File: config.mk
export PLATFORM = sky130hd
export DESIGN_NAME = lpif_dstrm_pack_x16_asym2_half
export DESIGN_NICKNAME = d
export VERILOG_FILES = /design/src/rtl/lpif_pack_pkg.sv /design/src/rtl/lpif_dstrm_pack_x16_asym2_half_idle_timer.sv /design/src/rtl/lpif_dstrm_pack_x16_asym2_half.sv
export SDC_FILE = /design/constraint.sdc
export NUM_CORES = 2
export LEC_CHECK = 0
export ABC_AREA = 1
export CORE_AREA = 2 2 341 343
export CTS_CLUSTER_DIAMETER = 100
export DETAILED_ROUTE_END_ITERATION = 10
export DIE_AREA = 0 0 343 345
export HOLD_SLACK_MARGIN = 0.06
export PLACE_DENSITY_LB_ADDON = 0.2
export SLEW_MARGIN = 20
export SYNTH_ARGS = -nofsm -noshare
export SYNTH_HDL_FRONTEND = slang
export SYNTH_SLANG_ARGS = --single-unit
File: constraint.sdc
create_clock -name clk_wr -period 36.2 [get_ports clk_wr]
set_input_delay 7.24 -clock clk_wr [delete_from_list [all_inputs] [get_ports clk_wr]]
set_output_delay 7.24 -clock clk_wr [all_outputs]
set_load 0.01 [all_outputs]
File: src/rtl/lpif_pack_pkg.sv
// Shared definitions for the LPIF downstream beat packer.
// Holds the per-lane field widths, the per-lane packed payload struct and
// the packer FSM state encoding.
package lpif_pack_pkg;

  localparam int DATA_W   = 256;
  localparam int CRC_W    = 16;
  localparam int STATE_W  = 4;
  localparam int PROTID_W = 2;
  localparam int DVALID_W = 1;
  localparam int CRCV_W   = 1;
  localparam int VALID_W  = 1;

  typedef struct packed {
    logic [STATE_W-1:0]  state;
    logic [PROTID_W-1:0] protid;
    logic [DATA_W-1:0]   data;
    logic [DVALID_W-1:0] dvalid;
    logic [CRC_W-1:0]    crc;
    logic [CRCV_W-1:0]   crc_valid;
  } lpif_lane_t;

  typedef enum logic {
    EMPTY = 1'b0,
    HALF  = 1'b1
  } pack_state_e;

endpackage

File: src/rtl/lpif_dstrm_pack_x16_asym2_half_idle_timer.sv
// lpif_pack_idle_timer: idle-cycle counter for the half-word flush.
// Ports:
//   i_clk, i_rst  clock, asynchronous active-high reset
//   i_run         packer is holding lane 0 and no beat moved this cycle;
//                 deasserting it clears the count
//   o_expired     the current idle cycle is the TIMEOUT-th one (or later)
// Only instantiated when LPIF_PACK_TIMEOUT_EN is defined.
module lpif_pack_idle_timer #(
  parameter int TIMEOUT = 16
) (
  input  logic i_clk,
  input  logic i_rst,
  input  logic i_run,
  output logic o_expired
);

  localparam logic [7:0] LIMIT = 8'(TIMEOUT);

  logic [7:0] r_cnt;

  // The count saturates at LIMIT so a flush held off by backpressure stays
  // pending until the output register frees up.
  always_ff @(posedge i_clk or posedge i_rst) begin
    if (i_rst) begin
      r_cnt <= '0;
    end else if (!i_run) begin
      r_cnt <= '0;
    end else if (r_cnt != LIMIT) begin
      r_cnt <= r_cnt + 8'd1;
    end
  end

  // Flags during the idle cycle that completes the count, so the flush
  // lands on the same edge the counter would reach TIMEOUT.
  assign o_expired = i_run && (r_cnt >= (LIMIT - 8'd1));

endmodule

File: src/rtl/lpif_dstrm_pack_x16_asym2_half.sv
// lpif_dstrm_pack_x16_asym2_half: downstream beat packer for the x16
// asymmetric-2 half-rate LPIF path. Pairs two single-lane beats into one
// two-lane dstrm word (lane 0 = first beat, lane 1 = second beat), or emits
// a single-lane word when a beat carries in_last while no beat is held.
// Ports:
//   clk_wr, rst_wr                  clock, asynchronous active-high reset
//   in_vld/in_rdy/in_last           beat handshake and word-close marker
//   in_state..in_crc_valid          per-beat LPIF fields
//   out_vld/out_rdy                 registered dstrm word handshake
//   dstrm_*                         two-lane word, lane 1 in upper bits
//   pack_partial_cnt                saturating count of single-lane words
// Optional: LPIF_PACK_TIMEOUT_EN flushes a lone held beat after TIMEOUT
// idle cycles.
module lpif_dstrm_pack_x16_asym2_half #(
  parameter int DATA_W  = 256,
  parameter int CRC_W   = 16,
  parameter int TIMEOUT = 16
) (
  input  logic                clk_wr,
  input  logic                rst_wr,
  input  logic                in_vld,
  output logic                in_rdy,
  input  logic                in_last,
  input  logic [3:0]          in_state,
  input  logic [1:0]          in_protid,
  input  logic [DATA_W-1:0]   in_data,
  input  logic                in_dvalid,
  input  logic [CRC_W-1:0]    in_crc,
  input  logic                in_crc_valid,
  output logic                out_vld,
  input  logic                out_rdy,
  output logic [7:0]          dstrm_state,
  output logic [3:0]          dstrm_protid,
  output logic [2*DATA_W-1:0] dstrm_data,
  output logic [1:0]          dstrm_dvalid,
  output logic [2*CRC_W-1:0]  dstrm_crc,
  output logic [1:0]          dstrm_crc_valid,
  output logic [1:0]          dstrm_valid,
  output logic [15:0]         pack_partial_cnt
);

  import lpif_pack_pkg::*;

  pack_state_e              r_state, w_state_nxt;
  lpif_lane_t               w_beat, r_hold_p0;
  lpif_lane_t               r_lane0_p1, r_lane1_p1, w_ld_lane0, w_ld_lane1;
  logic [2*VALID_W-1:0]     r_valid_p1, w_ld_valid;
  logic                     r_vld_p1;
  logic [15:0]              r_partial_cnt;
  logic                     w_beat_xfer, w_word_xfer, w_out_free;
  logic                     w_load, w_hold_we, w_timeout;

  assign w_out_free  = !r_vld_p1 || out_rdy;
  assign in_rdy      = w_out_free;
  assign w_beat_xfer = in_vld && w_out_free;
  assign w_word_xfer = r_vld_p1 && out_rdy;

  assign w_beat = '{state:     in_state,
                    protid:    in_protid,
                    data:      in_data,
                    dvalid:    in_dvalid,
                    crc:       in_crc,
                    crc_valid: in_crc_valid};

`ifdef LPIF_PACK_TIMEOUT_EN
  logic w_timer_run;

  // Counting stops on any beat transfer and outside HALF.
  assign w_timer_run = (r_state == HALF) && !w_beat_xfer;

  lpif_pack_idle_timer #(
    .TIMEOUT (TIMEOUT)
  ) u_idle_timer (
    .i_clk     (clk_wr),
    .i_rst     (rst_wr),
    .i_run     (w_timer_run),
    .o_expired (w_timeout)
  );
`else
  logic w_unused_timeout;

  assign w_unused_timeout = ^(8'(TIMEOUT));
  assign w_timeout        = 1'b0;
`endif

  always_comb begin
    w_state_nxt = r_state;
    w_load      = 1'b0;
    w_hold_we   = 1'b0;
    w_ld_lane0  = w_beat;
    w_ld_lane1  = '0;
    w_ld_valid  = 2'b01;
    case (r_state)
      EMPTY: begin
        if (w_beat_xfer) begin
          if (in_last) begin
            w_load = 1'b1;
          end else begin
            w_hold_we   = 1'b1;
            w_state_nxt = HALF;
          end
        end
      end
      HALF: begin
        // A real beat always beats a simultaneous timeout flush.
        if (w_beat_xfer) begin
          w_load      = 1'b1;
          w_ld_lane0  = r_hold_p0;
          w_ld_lane1  = w_beat;
          w_ld_valid  = 2'b11;
          w_state_nxt = EMPTY;
        end else if (w_timeout && w_out_free) begin
          w_load      = 1'b1;
          w_ld_lane0  = r_hold_p0;
          w_state_nxt = EMPTY;
        end
      end
      default: w_state_nxt = EMPTY;
    endcase
  end

  always_ff @(posedge clk_wr or posedge rst_wr) begin
    if (rst_wr) begin
      r_state <= EMPTY;
    end else begin
      r_state <= w_state_nxt;
    end
  end

  // Stage p0: lane-0 hold register
  always_ff @(posedge clk_wr or posedge rst_wr) begin
    if (rst_wr) begin
      r_hold_p0 <= '0;
    end else if (w_hold_we) begin
      r_hold_p0 <= w_beat;
    end
  end

  // Stage p1: dstrm output register
  always_ff @(posedge clk_wr or posedge rst_wr) begin
    if (rst_wr) begin
      r_vld_p1   <= 1'b0;
      r_lane0_p1 <= '0;
      r_lane1_p1 <= '0;
      r_valid_p1 <= '0;
    end else if (w_load) begin
      r_vld_p1   <= 1'b1;
      r_lane0_p1 <= w_ld_lane0;
      r_lane1_p1 <= w_ld_lane1;
      r_valid_p1 <= w_ld_valid;
    end else if (w_word_xfer) begin
      r_vld_p1   <= 1'b0;
      r_lane0_p1 <= '0;
      r_lane1_p1 <= '0;
      r_valid_p1 <= '0;
    end
  end

  always_ff @(posedge clk_wr or posedge rst_wr) begin
    if (rst_wr) begin
      r_partial_cnt <= '0;
    end else if (w_load && (w_ld_valid == 2'b01) && (r_partial_cnt != 16'hFFFF)) begin
      r_partial_cnt <= r_partial_cnt + 16'd1;
    end
  end

  assign out_vld          = r_vld_p1;
  assign dstrm_state      = {r_lane1_p1.state,     r_lane0_p1.state};
  assign dstrm_protid     = {r_lane1_p1.protid,    r_lane0_p1.protid};
  assign dstrm_data       = {r_lane1_p1.data,      r_lane0_p1.data};
  assign dstrm_dvalid     = {r_lane1_p1.dvalid,    r_lane0_p1.dvalid};
  assign dstrm_crc        = {r_lane1_p1.crc,       r_lane0_p1.crc};
  assign dstrm_crc_valid  = {r_lane1_p1.crc_valid, r_lane0_p1.crc_valid};
  assign dstrm_valid      = r_valid_p1;
  assign pack_partial_cnt = r_partial_cnt;

endmodule

## Word level (Yosys, flattened, before mapping)

Cells that the tools add are included.

- Output and inout port bits: 580
- Logic and storage cells: 55
- Bits in registers: 860
- Input bits: 285

- Reduce and logical (&&, ||, !) cells: 7
- Add/sub/neg operators: 1
- Bitwise operators: 1
- Muxes and demuxes: 22
- Equality and inequality tests: 2

Operators by type and width:

| cell | count |
|---|---|
| $mux W280 | 7 |
| $add A16 B1 Y16 const B | 1 |
| $ne A16 B16 Y1 const B | 1 |
| $mux W1 | 9 |
| $mux W2 | 4 |
| $logic_and A1 B1 Y1 | 4 |
| $pmux W1 S2 | 2 |
| $eq A2 B1 Y1 const B | 1 |
| $reduce_bool A2 Y1 | 1 |
| $logic_not A1 Y1 | 1 |
| $logic_or A1 B1 Y1 | 1 |
| $not A1 Y1 | 1 |

## Logic depth before layout (Yosys ltp)

- Depth after elaboration: 8
- Depth in mapped cells: 10
- Mapped depth without buffers: 9

## Worst setup path before layout

OpenSTA, ideal clock, no wires.

- Kind: in2out
- From: input out_rdy
- To: output in_rdy
- Buffers on the path: 0
- Slack: 21591 ps
- Required time: 28960 ps
- Arrival time: 7369 ps
- Stages: 2
- Cell sequence: inv_1 nand2_2

- Word-level cells in the longest chain between the ends: 1

RTL lines:

| item | line | source |
|---|---|---|
| start: declaration | lpif_dstrm_pack_x16_asym2_half.sv:31 | `input logic out_rdy,` |
| $logic_or A1 B1 Y1 | lpif_dstrm_pack_x16_asym2_half.sv:53 | `assign w_out_free = !r_vld_p1 \|\| out_rdy;` |
| end: declaration | lpif_dstrm_pack_x16_asym2_half.sv:22 | `output logic in_rdy,` |

No other way between the ends.

## Final worst setup path

Same ends and word-level chain as after synthesis.

==> summary.md <==
| Metric | Value |
|---|---|
| Status | completed |
| Antenna violations before repair | 11 |
| Initial DRC count | 2383 |
| Buffer count from post-CTS setup fixing | 0 |
| Die ar. | 118000 um^2 |
| Hold Path Sink | r_hold_p0[212]$_DFFE_PP0P_ |
| DR DRC count | 0 |
| Synthesized area per cell | 8.70 um^2 |
| Register area share after synthesis | 0.596 |
| Power Density | 64.1 nW/um^2 |
| R2R Path Start | r_state$_DFF_PP0_ |
| CTS Hold Buffers Added | 0 |
| Area grow syn2layout | 35.1% |
| RSZ-0062 raised after global routing | false |
| TritonCTS clock tree | yes |
| Die width | 343 um |
| Final Slew Violations | 0 |
| Setup TNS Final | 0 ps |
| Maximum vdd drop | approximately 0.042 mV |
| Reg power frac | 0.417 |
| Critical Path End Type | output port |
| Register area | 21500 um^2 |
| Crit-path slowest cell | clkdlybuf4s50_1 |
| Layout filler cell count | 11500 |
| Post-DP HPWL | 80900 um |
| Post-Synthesis Cells | 4143 |
| Fin. Hold Viols | 0 |
| Hold depth | 2 |
| CTS Buffer Depth | 3 |
| Port Buffer Count | 864 |
| First-pass GRT wire length | 201000 um |
| Starting density of the core | 0.313 |
| Largest fanout on the critical path | 3 |
| Relative slew margins | 0.209 |
| Largest net degree at the start of global routing | 200 |
| Via count | about 32000 |
| Share of layout cells above drive strength 1 | 0.0420 |
| Gr usage total | 0.216 |
| Final ANT Viol Nets | 0 |
| Aggregate global routing overflow | 0 |
| Vias per inst | just under 5 |
| Placeable Area | ~120000 um^2 |
| Biggest cell delay along the critical path | 540 ps |
| Leakage | 23.0 nW |
| Clk_lat worst skew | 680 ps |
| Register-to-register setup slack | 30650 ps |
| Cells after DPL | 6232 |
| NetSw | 0.990 mW |
| TritonCTS Sinks | 859 |
| HP Start | r_hold_p0[212]$_DFFE_PP0P_ |
| #FFs+latches synth | 859 |
| Multi-input logic area | 12800 um^2 |
| Clock power frac | 0.328 |
| Final Setup Violations | 0 |
| Post-CTS resize count | 0 |
| Non-filler cells in the finished layout | 6415 |
| Clock Skew | 38.3 ps |
| Synthesized cell area | 36000 um^2 |
| Clock-pin transition on the worst setup and hold timing paths | 50 ps |
| Internal power | 2.13 mW |
| Slew @ Worst Pin | 1190 ps |
| Die Span Y | between 300 and 400 um |
| RD Place Congestion | 0.808 |
| Overall power | between 3 and 4 mW |
| Max Freq | 63.7 MHz |
| Crit path time final | 15700 ps |
| Critical path cell sequence | clkdlybuf4s50_1, inv_1, nand2_2, clkdlybuf4s50_1 |
| Most frequent cells in the layout | nand2_1, clkdlybuf4s50_1, dfrtp_1, nand3_1, o21ai_0 |
| Critical path buffers and inverters | 3 |
| Synthesized Nets | 4429 |
| IO Count | 865 |
| Post-synthesis cell type count | 22 |
| Pre-Repair DR Iteration Count | 5 |
| CTS root buf | clkbuf_16 |
| CP most frequent cell | clkdlybuf4s50_1 |
| Worst setup SP type | input pin |
| Worst EP required | 28960 ps |
| Critical path depth in cells | 4 |
| R2R Path End | dstrm_data[172]$_DFFE_PP0P_ |
| Wire per inst | 20.6 um |
| Cells on worst reg2reg path | 9 |
| Number of global-route vias before repair | approximately 31000 |
| Sw frac | 0.317 |
| Hold Crit Class | flip-flop to flip-flop |
| Nets | 5094 |
| Rows | 125 |
| TritonCTS Buffers | 98 |
| Final WL | 132000 um |
| Warnings from Yosys | 0 |
| Most common cell after layout, fill and taps aside | nand2_1 |
| Crit path kind | input pin to output port |
| Largest delay share family, worst path | buffers and inverters |
| H-tree depth | 3 |
| Period Utilization, post-route | 0.434 |
| Worst EP arrival | 8460 ps |
| Comb pwr share | 0.255 |
| Max_cap viols | 0 |
-- metrics by stage --
stage / cell area, um^2 / hold WS (ps) / util / setup slack [ps]
global placement: 45400 / 453 / 0.394 / 20480
CTS: 48700 / 472 / 0.423 / 20490
global route: 48700 / 478 / 0.423 / 20450
finish: 48700 / 467 / 0.423 / 20500
floorplan: 36000 / 443 / - / 4820
detailed placement: 45400 / 459 / 0.394 / 20490
-- metal layers --
| metal | wire length, um | track usage |
|---|---|---|
| met3 | 10700 | 0.0624 |
| met2 | 62600 | 0.349 |
| met4 | 3410 | 0.0654 |
| met1 | 55300 | 0.279 |
| met5 | 71 | 0 |
-- worst max path at each step --
stage                       start                        to  slack, ps
after floorplan            rst_wr  dstrm_crc[0]$_DFFE_PP0P_       4820
after global placement    out_rdy                    in_rdy      20480
after detailed placement  out_rdy                    in_rdy      20490
after CTS                 out_rdy                    in_rdy      20490
after global routing      out_rdy                    in_rdy      20450
final                     out_rdy                    in_rdy      20500
-- logic make-up after synthesis --
group / Yosys count / synth area share
AND/OR/NAND/NOR: 2332 / 0.274
AO/OA/AOI/OAI: 577 / 0.0801
buffers and inverters: 368 / 0.0481
XOR/XNOR: 6 / 0.00146
adder cells (fa/ha/maj): 1 / 0.000347
flip-flops: 859 / 0.596
-- area by class of cell --
class                      count  area share
timing repair buffer         906       0.185
sequential                   859       0.441
multi-input combinational   2916       0.264
tap                         1524      0.0392
inverter                      27     0.00270
antenna                        6    0.000308
clock inverter                35     0.00951
clock buffer                 142      0.0579
-- sequential cells by signal, indices dropped and copies added, names as in the netlist --
signal / count
dstrm_data: 512
r_hold_p0: 280
dstrm_crc: 32
pack_partial_cnt: 16
dstrm_state: 8
dstrm_protid: 4
dstrm_crc_valid: 2
dstrm_dvalid: 2
dstrm_valid: 2
r_state: 1
-- power by group through the flow --
stage / clock [mW] / combinational (mW) / sequential [mW]
6_report: 1.02 / 0.796 / 1.30
3_3_place_gp: 0 / 0.801 / 1.31
2_1_floorplan: 0 / 0.304 / 1.36
3_5_place_dp: 0 / 0.806 / 1.31
4_1_cts: 1.05 / 0.809 / 1.30
5_1_grt: 1.09 / 0.872 / 1.33
-- worst reg2reg max path, cell delays in order, from the launching register on --
cell and delay, ps:
dfrtp_1 400, nor2_4 590, nor2_4 150, inv_8 650, buf_4 990, buf_4 760, buf_4 750, buf_4 840
nand3_1 220, o21ai_1 120
-- cell usage after synthesis --
| master | n | area [um^2] |
|---|---|---|
| buf_1 | 16 | 60.1 |
| buf_2 | 185 | 926 |
| buf_4 | 6 | 45.0 |
| buf_6 | 13 | 146 |
| clkbuf_1 | 121 | 454 |
| dfrtp_1 | 859 | 21500 |
| ha_1 | 1 | 12.5 |
| inv_1 | 24 | 90.1 |
| inv_2 | 3 | 11.3 |
| nand2_1 | 1182 | 4440 |
| nand2_2 | 1 | 6.26 |
| nand2_4 | 1 | 11.3 |
| nand3_1 | 847 | 4240 |
| nand4_1 | 5 | 31.3 |
| nor2_1 | 293 | 1100 |
| nor2_2 | 1 | 6.26 |
| nor2_4 | 1 | 11.3 |
| nor2_8 | 1 | 20.0 |
| o21ai_0 | 388 | 1940 |
| o21ai_1 | 189 | 946 |
| xnor2_1 | 3 | 26.3 |
| xor2_1 | 3 | 26.3 |
(Power assumes the default switching activity.)
